## config.mk

```make
export PLATFORM = sky130hd
export DESIGN_NAME = multicycle_ctrl
export DESIGN_NICKNAME = d
export VERILOG_FILES = /design/src/rtl/rv_ctrl_pkg.sv /design/src/rtl/instrdec.sv /design/src/rtl/multicycle_ctrl.sv
export SDC_FILE = /design/constraint.sdc
export NUM_CORES = 1
export LEC_CHECK = 0
export ABC_CLOCK_PERIOD_IN_PS = 1500
export BUFFER_PORTS_ARGS = -buffer_cell sky130_fd_sc_hd__buf_2
export CORE_AREA = 4 4 41 43
export CTS_BUF_LIST = sky130_fd_sc_hd__clkbuf_8
export CTS_CLUSTER_DIAMETER = 150
export DETAILED_ROUTE_END_ITERATION = 10
export DIE_AREA = 0 0 45 47
export PLACE_DENSITY = 0.76
export SYNTH_ARGS = -nofsm -noshare
export SYNTH_HDL_FRONTEND = slang
export SYNTH_SLANG_ARGS = --single-unit
```

## constraint.sdc

```tcl
create_clock -name clk -period 1.5 [get_ports clk]
set_input_delay 0.075 -clock clk [delete_from_list [all_inputs] [get_ports clk]]
set_output_delay 0.075 -clock clk [all_outputs]
set_load 0.02 [all_outputs]
```

## src/rtl/rv_ctrl_pkg.sv

```systemverilog
// Shared definitions for the multicycle RV32I control unit: opcode constants,
// FSM state enumeration and datapath select encodings.
// Optional feature macro: MC_ILLEGAL_TRAP_EN adds the HALT state.
package rv_ctrl_pkg;

  localparam logic [6:0] OP_LW   = 7'b0000011;
  localparam logic [6:0] OP_SW   = 7'b0100011;
  localparam logic [6:0] OP_R    = 7'b0110011;
  localparam logic [6:0] OP_I    = 7'b0010011;
  localparam logic [6:0] OP_BEQ  = 7'b1100011;
  localparam logic [6:0] OP_JAL  = 7'b1101111;

  typedef enum logic [3:0] {
    S_FETCH,
    S_DECODE,
    S_MEMADR,
    S_MEMREAD,
    S_MEMWRITE,
    S_MEMWB,
    S_EXECUTER,
    S_EXECUTEI,
    S_ALUWB,
    S_BEQ,
    S_JAL
`ifdef MC_ILLEGAL_TRAP_EN
    , S_HALT
`endif
  } state_e;

  localparam logic [1:0] RES_ALUOUT    = 2'b00;
  localparam logic [1:0] RES_DATA      = 2'b01;
  localparam logic [1:0] RES_ALURESULT = 2'b10;

  localparam logic [1:0] SRCA_PC       = 2'b00;
  localparam logic [1:0] SRCA_OLDPC    = 2'b01;
  localparam logic [1:0] SRCA_RS1      = 2'b10;

  localparam logic [1:0] SRCB_RS2      = 2'b00;
  localparam logic [1:0] SRCB_IMM      = 2'b01;
  localparam logic [1:0] SRCB_FOUR     = 2'b10;

  localparam logic [1:0] ALUOP_ADD     = 2'b00;
  localparam logic [1:0] ALUOP_SUB     = 2'b01;
  localparam logic [1:0] ALUOP_FUNCT   = 2'b10;

  localparam logic [1:0] IMM_I         = 2'b00;
  localparam logic [1:0] IMM_S         = 2'b01;
  localparam logic [1:0] IMM_B         = 2'b10;
  localparam logic [1:0] IMM_J         = 2'b11;

endpackage

```

## src/rtl/instrdec.sv

```systemverilog
// Immediate-format decoder: purely combinational op -> ImmSrc.
// Ports: op (opcode field), ImmSrc (immediate format select).
module instrdec
  import rv_ctrl_pkg::*;
(
  input  logic [6:0] op,
  output logic [1:0] ImmSrc
);

  always_comb begin
    ImmSrc = IMM_I;
    case (op)
      OP_SW:   ImmSrc = IMM_S;
      OP_BEQ:  ImmSrc = IMM_B;
      OP_JAL:  ImmSrc = IMM_J;
      default: ImmSrc = IMM_I;
    endcase
  end

endmodule

```

## src/rtl/multicycle_ctrl.sv

```systemverilog
// Main control FSM for the multicycle RV32I core. Moore outputs decoded from
// the state register; PCWrite/IRWrite additionally qualified by Zero/mem_ready.
// Ports: clk, rst_n (sync, active-low), op, Zero, mem_ready in; PCWrite,
// AdrSrc, MemWrite, IRWrite, RegWrite, ResultSrc, ALUSrcA, ALUSrcB, ALUOp,
// ImmSrc out; illegal out only when MC_ILLEGAL_TRAP_EN is defined.
module multicycle_ctrl
  import rv_ctrl_pkg::*;
(
  input  logic       clk,
  input  logic       rst_n,
  input  logic [6:0] op,
  input  logic       Zero,
  input  logic       mem_ready,
  output logic       PCWrite,
  output logic       AdrSrc,
  output logic       MemWrite,
  output logic       IRWrite,
  output logic       RegWrite,
  output logic [1:0] ResultSrc,
  output logic [1:0] ALUSrcA,
  output logic [1:0] ALUSrcB,
  output logic [1:0] ALUOp,
  output logic [1:0] ImmSrc
`ifdef MC_ILLEGAL_TRAP_EN
  , output logic     illegal
`endif
);

  state_e state_q, state_d, cur;
  logic   pc_update, branch, ir_write, mem_write, reg_write;

  instrdec u_instrdec (
    .op     (op),
    .ImmSrc (ImmSrc)
  );

  always_ff @(posedge clk) begin
    if (!rst_n) state_q <= S_FETCH;
    else        state_q <= state_d;
  end

  always_comb begin
    state_d = state_q;
    case (state_q)
      S_FETCH:    if (mem_ready) state_d = S_DECODE;
      S_DECODE: begin
        case (op)
          OP_LW, OP_SW: state_d = S_MEMADR;
          OP_R:         state_d = S_EXECUTER;
          OP_I:         state_d = S_EXECUTEI;
          OP_BEQ:       state_d = S_BEQ;
          OP_JAL:       state_d = S_JAL;
`ifdef MC_ILLEGAL_TRAP_EN
          default:      state_d = S_HALT;
`else
          default:      state_d = S_FETCH;
`endif
        endcase
      end
      S_MEMADR:   state_d = (op == OP_SW) ? S_MEMWRITE : S_MEMREAD;
      S_MEMREAD:  if (mem_ready) state_d = S_MEMWB;
      S_MEMWRITE: if (mem_ready) state_d = S_FETCH;
      S_MEMWB:    state_d = S_FETCH;
      S_EXECUTER: state_d = S_ALUWB;
      S_EXECUTEI: state_d = S_ALUWB;
      S_ALUWB:    state_d = S_FETCH;
      S_BEQ:      state_d = S_FETCH;
      S_JAL:      state_d = S_ALUWB;
`ifdef MC_ILLEGAL_TRAP_EN
      S_HALT:     state_d = S_HALT;
`endif
      default:    state_d = S_FETCH;
    endcase
  end

  // While reset is held the outputs show FETCH values, so decode from a
  // reset-overridden state and additionally mask the write enables below.
  always_comb begin
    cur       = rst_n ? state_q : S_FETCH;
    pc_update = 1'b0;
    branch    = 1'b0;
    ir_write  = 1'b0;
    mem_write = 1'b0;
    reg_write = 1'b0;
    AdrSrc    = 1'b0;
    ResultSrc = RES_ALUOUT;
    ALUSrcA   = SRCA_PC;
    ALUSrcB   = SRCB_RS2;
    ALUOp     = ALUOP_ADD;
`ifdef MC_ILLEGAL_TRAP_EN
    illegal   = 1'b0;
`endif
    case (cur)
      S_FETCH: begin
        ResultSrc = RES_ALURESULT;
        ALUSrcB   = SRCB_FOUR;
        ir_write  = mem_ready;
        pc_update = mem_ready;
      end
      S_DECODE: begin
        ALUSrcA = SRCA_OLDPC;
        ALUSrcB = SRCB_IMM;
      end
      S_MEMADR: begin
        ALUSrcA = SRCA_RS1;
        ALUSrcB = SRCB_IMM;
      end
      S_MEMREAD:  AdrSrc = 1'b1;
      S_MEMWRITE: begin
        AdrSrc    = 1'b1;
        mem_write = 1'b1;
      end
      S_MEMWB: begin
        ResultSrc = RES_DATA;
        reg_write = 1'b1;
      end
      S_EXECUTER: begin
        ALUSrcA = SRCA_RS1;
        ALUOp   = ALUOP_FUNCT;
      end
      S_EXECUTEI: begin
        ALUSrcA = SRCA_RS1;
        ALUSrcB = SRCB_IMM;
        ALUOp   = ALUOP_FUNCT;
      end
      S_ALUWB:    reg_write = 1'b1;
      S_BEQ: begin
        ALUSrcA = SRCA_RS1;
        ALUOp   = ALUOP_SUB;
        branch  = 1'b1;
      end
      S_JAL: begin
        ALUSrcA   = SRCA_OLDPC;
        ALUSrcB   = SRCB_FOUR;
        pc_update = 1'b1;
      end
`ifdef MC_ILLEGAL_TRAP_EN
      S_HALT:     illegal = 1'b1;
`endif
      default: ;
    endcase
    PCWrite  = rst_n & (pc_update | (branch & Zero));
    IRWrite  = rst_n & ir_write;
    MemWrite = rst_n & mem_write;
    RegWrite = rst_n & reg_write;
  end

endmodule

```

==> impl_metrics.py <==
metrics = {
    "run_status": {
        "status": "finished clean",
    },
    "placed_design": {
        "hpwl_mm": 1.41,
        "gp_congestion": 0.850,
        "dp_cells": 132,
        "post_dp_cell_area_sq_um": 782,
        "port-buffer-count": 25,
    },
    "timing": {
        "skew_ps": 0.104,
        "timing.fmax_mhz": 677,
        "relSlewSlack_pct": 67.5,
        "hold_viol": 0,
        "fin_crit_ps": 1480,
        "maxSlewViolCount": 0,
        "timing.final.crit_share_pct": 98.5,
        "worst_pin_slew_ps": 481,
        "grt_setup_unrepaired": "true",
        "setup_viol": 0,
    },
    "synth": {
        "synth_seq_area_share_pct": 13.4,
        "synth_most_common_cell": "a21oi_1",
        "synth_top_cell_by_area": "dfxtp_1",
        "synth.net_count": 102,
        "synth_area_sq_um": 598,
        "synth_seq_cells": 4,
        "ys.flop_type": "dfxtp_1",
        "async_flop_share_pct": 0,
        "syn_area_per_cell_sq_um": 6.57,
        "syn_inst": 91,
        "synth.top_cells.by_count": "a21oi_1 (9), nand2_1 (8), o21ai_0 (8)",
        "ys_types": 37,
        "synthTopCellsByArea": "dfxtp_1 (13%), a21oi_1 (7.5%), o21ai_0 (6.7%)",
        "synth_top_area_share_pct": 13.4,
        "synth_edf_count": 0,
        "yosys_warnings": 0,
    },
    "floorplan": {
        "dieArea_sq_um": 2120,
        "die_w_microns": 45,
        "fp-row-count": 13,
        "fp.coreArea_sq_um": 1300,
        "ios": 26,
        "initial_core_util_pct": 46.0,
        "fp.dieH_microns": 47,
    },
    "pwr": {
        "p_leak_nw": 0.372,
        "p_sw_mw": 0.151,
        "powerDensity_nw_per_um2": 573,
        "p_sw_share_pct": 30.6,
        "clkPwrFrac_pct": 47.2,
        "combPwrFrac_pct": 28.8,
        "p_int_mw": 0.343,
        "peakVddDrop_v": 0.000539,
        "power_frac_seq_pct": 23.9,
    },
    "final_layout": {
        "antennaDiodeCount": 0,
        "design_area_sq_um": 861,
        "layout-drive-gt1-share_pct": 40.8,
        "final_cells": 135,
        "nets": 133,
        "area_growth_pct": 43.9,
        "largest_reg_flops": 4,
        "top_register": "state_q",
        "reg.largest.list": "state_q (4)",
        "fin_util_pct": 66.2,
    },
    "clock_network": {
        "cts_tree": "yes",
        "htree_levels": 1,
        "clock-sinks": 4,
        "path_clk_slew_ps": 30,
        "post_cts_hold_buffer_count": 0,
        "clockRootBuffer": "clkbuf_8",
        "numCtsBuffers": 3,
        "clock_tree.buffer_depth": 2,
        "clkLatencyLatePin_ps": 220,
        "post_cts_buffers": 0,
    },
    "hold_path": {
        "min_delay_path_depth": 3,
        "hold_class": "in2reg",
    },
    "setup_path": {
        "cp_data_required_time_ps": 1420,
        "max_stage_delay_ps": 360,
        "critPathKind": "reg2out",
        "critPathLaunchType": "flop",
        "crit_arrival_ps": 1400,
        "crit_path_end_kind": "output pin",
        "crit_chain": "buf_4 -> nor2b_4 -> nor3_1 -> a211oi_1 -> buf_2",
        "crit_slowest_cell": "dfxtp_2",
        "rr_worst_depth": 4,
        "path_max_fanout": 11,
    },
    "route": {
        "wl_mm": 1.93,
        "drt_iter0_markers": 25,
        "via_per_inst": 6.01,
        "drc": 0,
        "vias": 812,
        "wl_per_cell_microns": 14.3,
        "drtAntennaViolNets": 0,
        "drt_pass1_iterations": 4,
    },
    "global_route": {
        "antenna_found_initial": 0,
        "grt_max_degree": 14,
        "grt_pass1_vias": 704,
        "grt_usage_pct": 19.1,
        "grt_first_pass_wirelength_mm": 2.99,
        "grt_overflow": 0,
    },
    "job": {
        "cap_violations": 0,
    },
}
[per-stage QoR]
stage / power (mW) / TNS (ps) / setup WS (ps) / hold slack [ps]
finish: 0.494 / 0 / 22.3 / 202
global route: 0.523 / -77.3 / -61.8 / 246
CTS: 0.487 / 0 / 18.1 / 206
detailed placement: 0.253 / 0 / 144 / 427
global placement: 0.249 / 0 / 176 / 424
floorplan: 0.200 / -248 / -123 / 288
[worst paths after layout]
path | startpoint | endpoint | slack (ps)
max | state_q[1] | ALUSrcB[0] | 20
min | rst_n | state_q[0] | 200
max reg2reg | state_q[3] | state_q[1] | 140
min reg2reg | state_q[1] | state_q[3] | 710
[cells in the final DEF (no fill, tap or decap)]
master / n
nand2b_1: 4
o41ai_1: 2
buf_2: 24
a221oi_1: 1
a31oi_1: 2
a2111o_1: 1
buf_4: 10
clkbuf_8: 3
nor3b_2: 3
inv_1: 1
nor3_1: 3
and2_1: 3
and4_1: 1
and3_1: 1
or3b_1: 1
dfxtp_2: 3
nand3_1: 3
nand3b_1: 1
or3_1: 1
o21ai_0: 8
o22ai_1: 1
nor2b_1: 3
nor4_2: 1
nand2_1: 8
a22oi_1: 1
a211oi_1: 2
a21o_1: 1
xnor2_1: 1
nor4_1: 1
nor2_1: 7
o31ai_1: 1
nor2b_4: 3
xor2_1: 1
nand4bb_2: 1
dfxtp_4: 1
and3b_1: 1
a21oi_1: 9
nand4b_1: 1
[cell families after synthesis]
kind of cell,share of synthesized area [%]
flops,13.4
xor+xnor,2.93
simple gates,46.7
buf+inv,7.11
compound gates,29.9
[power by group through the flow]
stage	registers, mW	clock network, mW	logic [mW]
floorplan	0.112	0	0.0879
global placement	0.117	0	0.132
detailed placement	0.117	0	0.136
CTS	0.116	0.234	0.137
global route	0.119	0.248	0.156
finish	0.118	0.233	0.142
[per-layer routing]
metal | global-route usage, % | part of all wire [%] | vias to the layer above
li1 | - | - | 396
met1 | 24.3 | 40 | 378
met2 | 31.9 | 51 | 34
met3 | 4.60 | 7.8 | 4
met4 | 5.85 | 1.1 | 0
met5 | 0 | 0 | -
[layout make-up]
| type | count | area (sq um) |
|---|---|---|
| flip-flops and latches | 4 | 87.6 |
| repair buffers | 34 | 195 |
| well taps | 15 | 18.8 |
| fillers | 119 | 440 |
| clock buffers | 3 | 41.3 |
| multi-input cells | 78 | 514 |
| inverters | 1 | 3.75 |
[what timing repair did]
item / in CTS / in global routing
pin swaps: 0 / 0
endpoints found under the setup margin: 3 / 4
gates resized for setup: 3 / 10
[critical path: cells and delay by family, from the launching register on]
family,cells,cell delay [ps]
buf+inv,2,400
flops,1,360
compound gates,1,240
simple gates,2,180
Note: power is estimated with default switching activity, not from simulation.
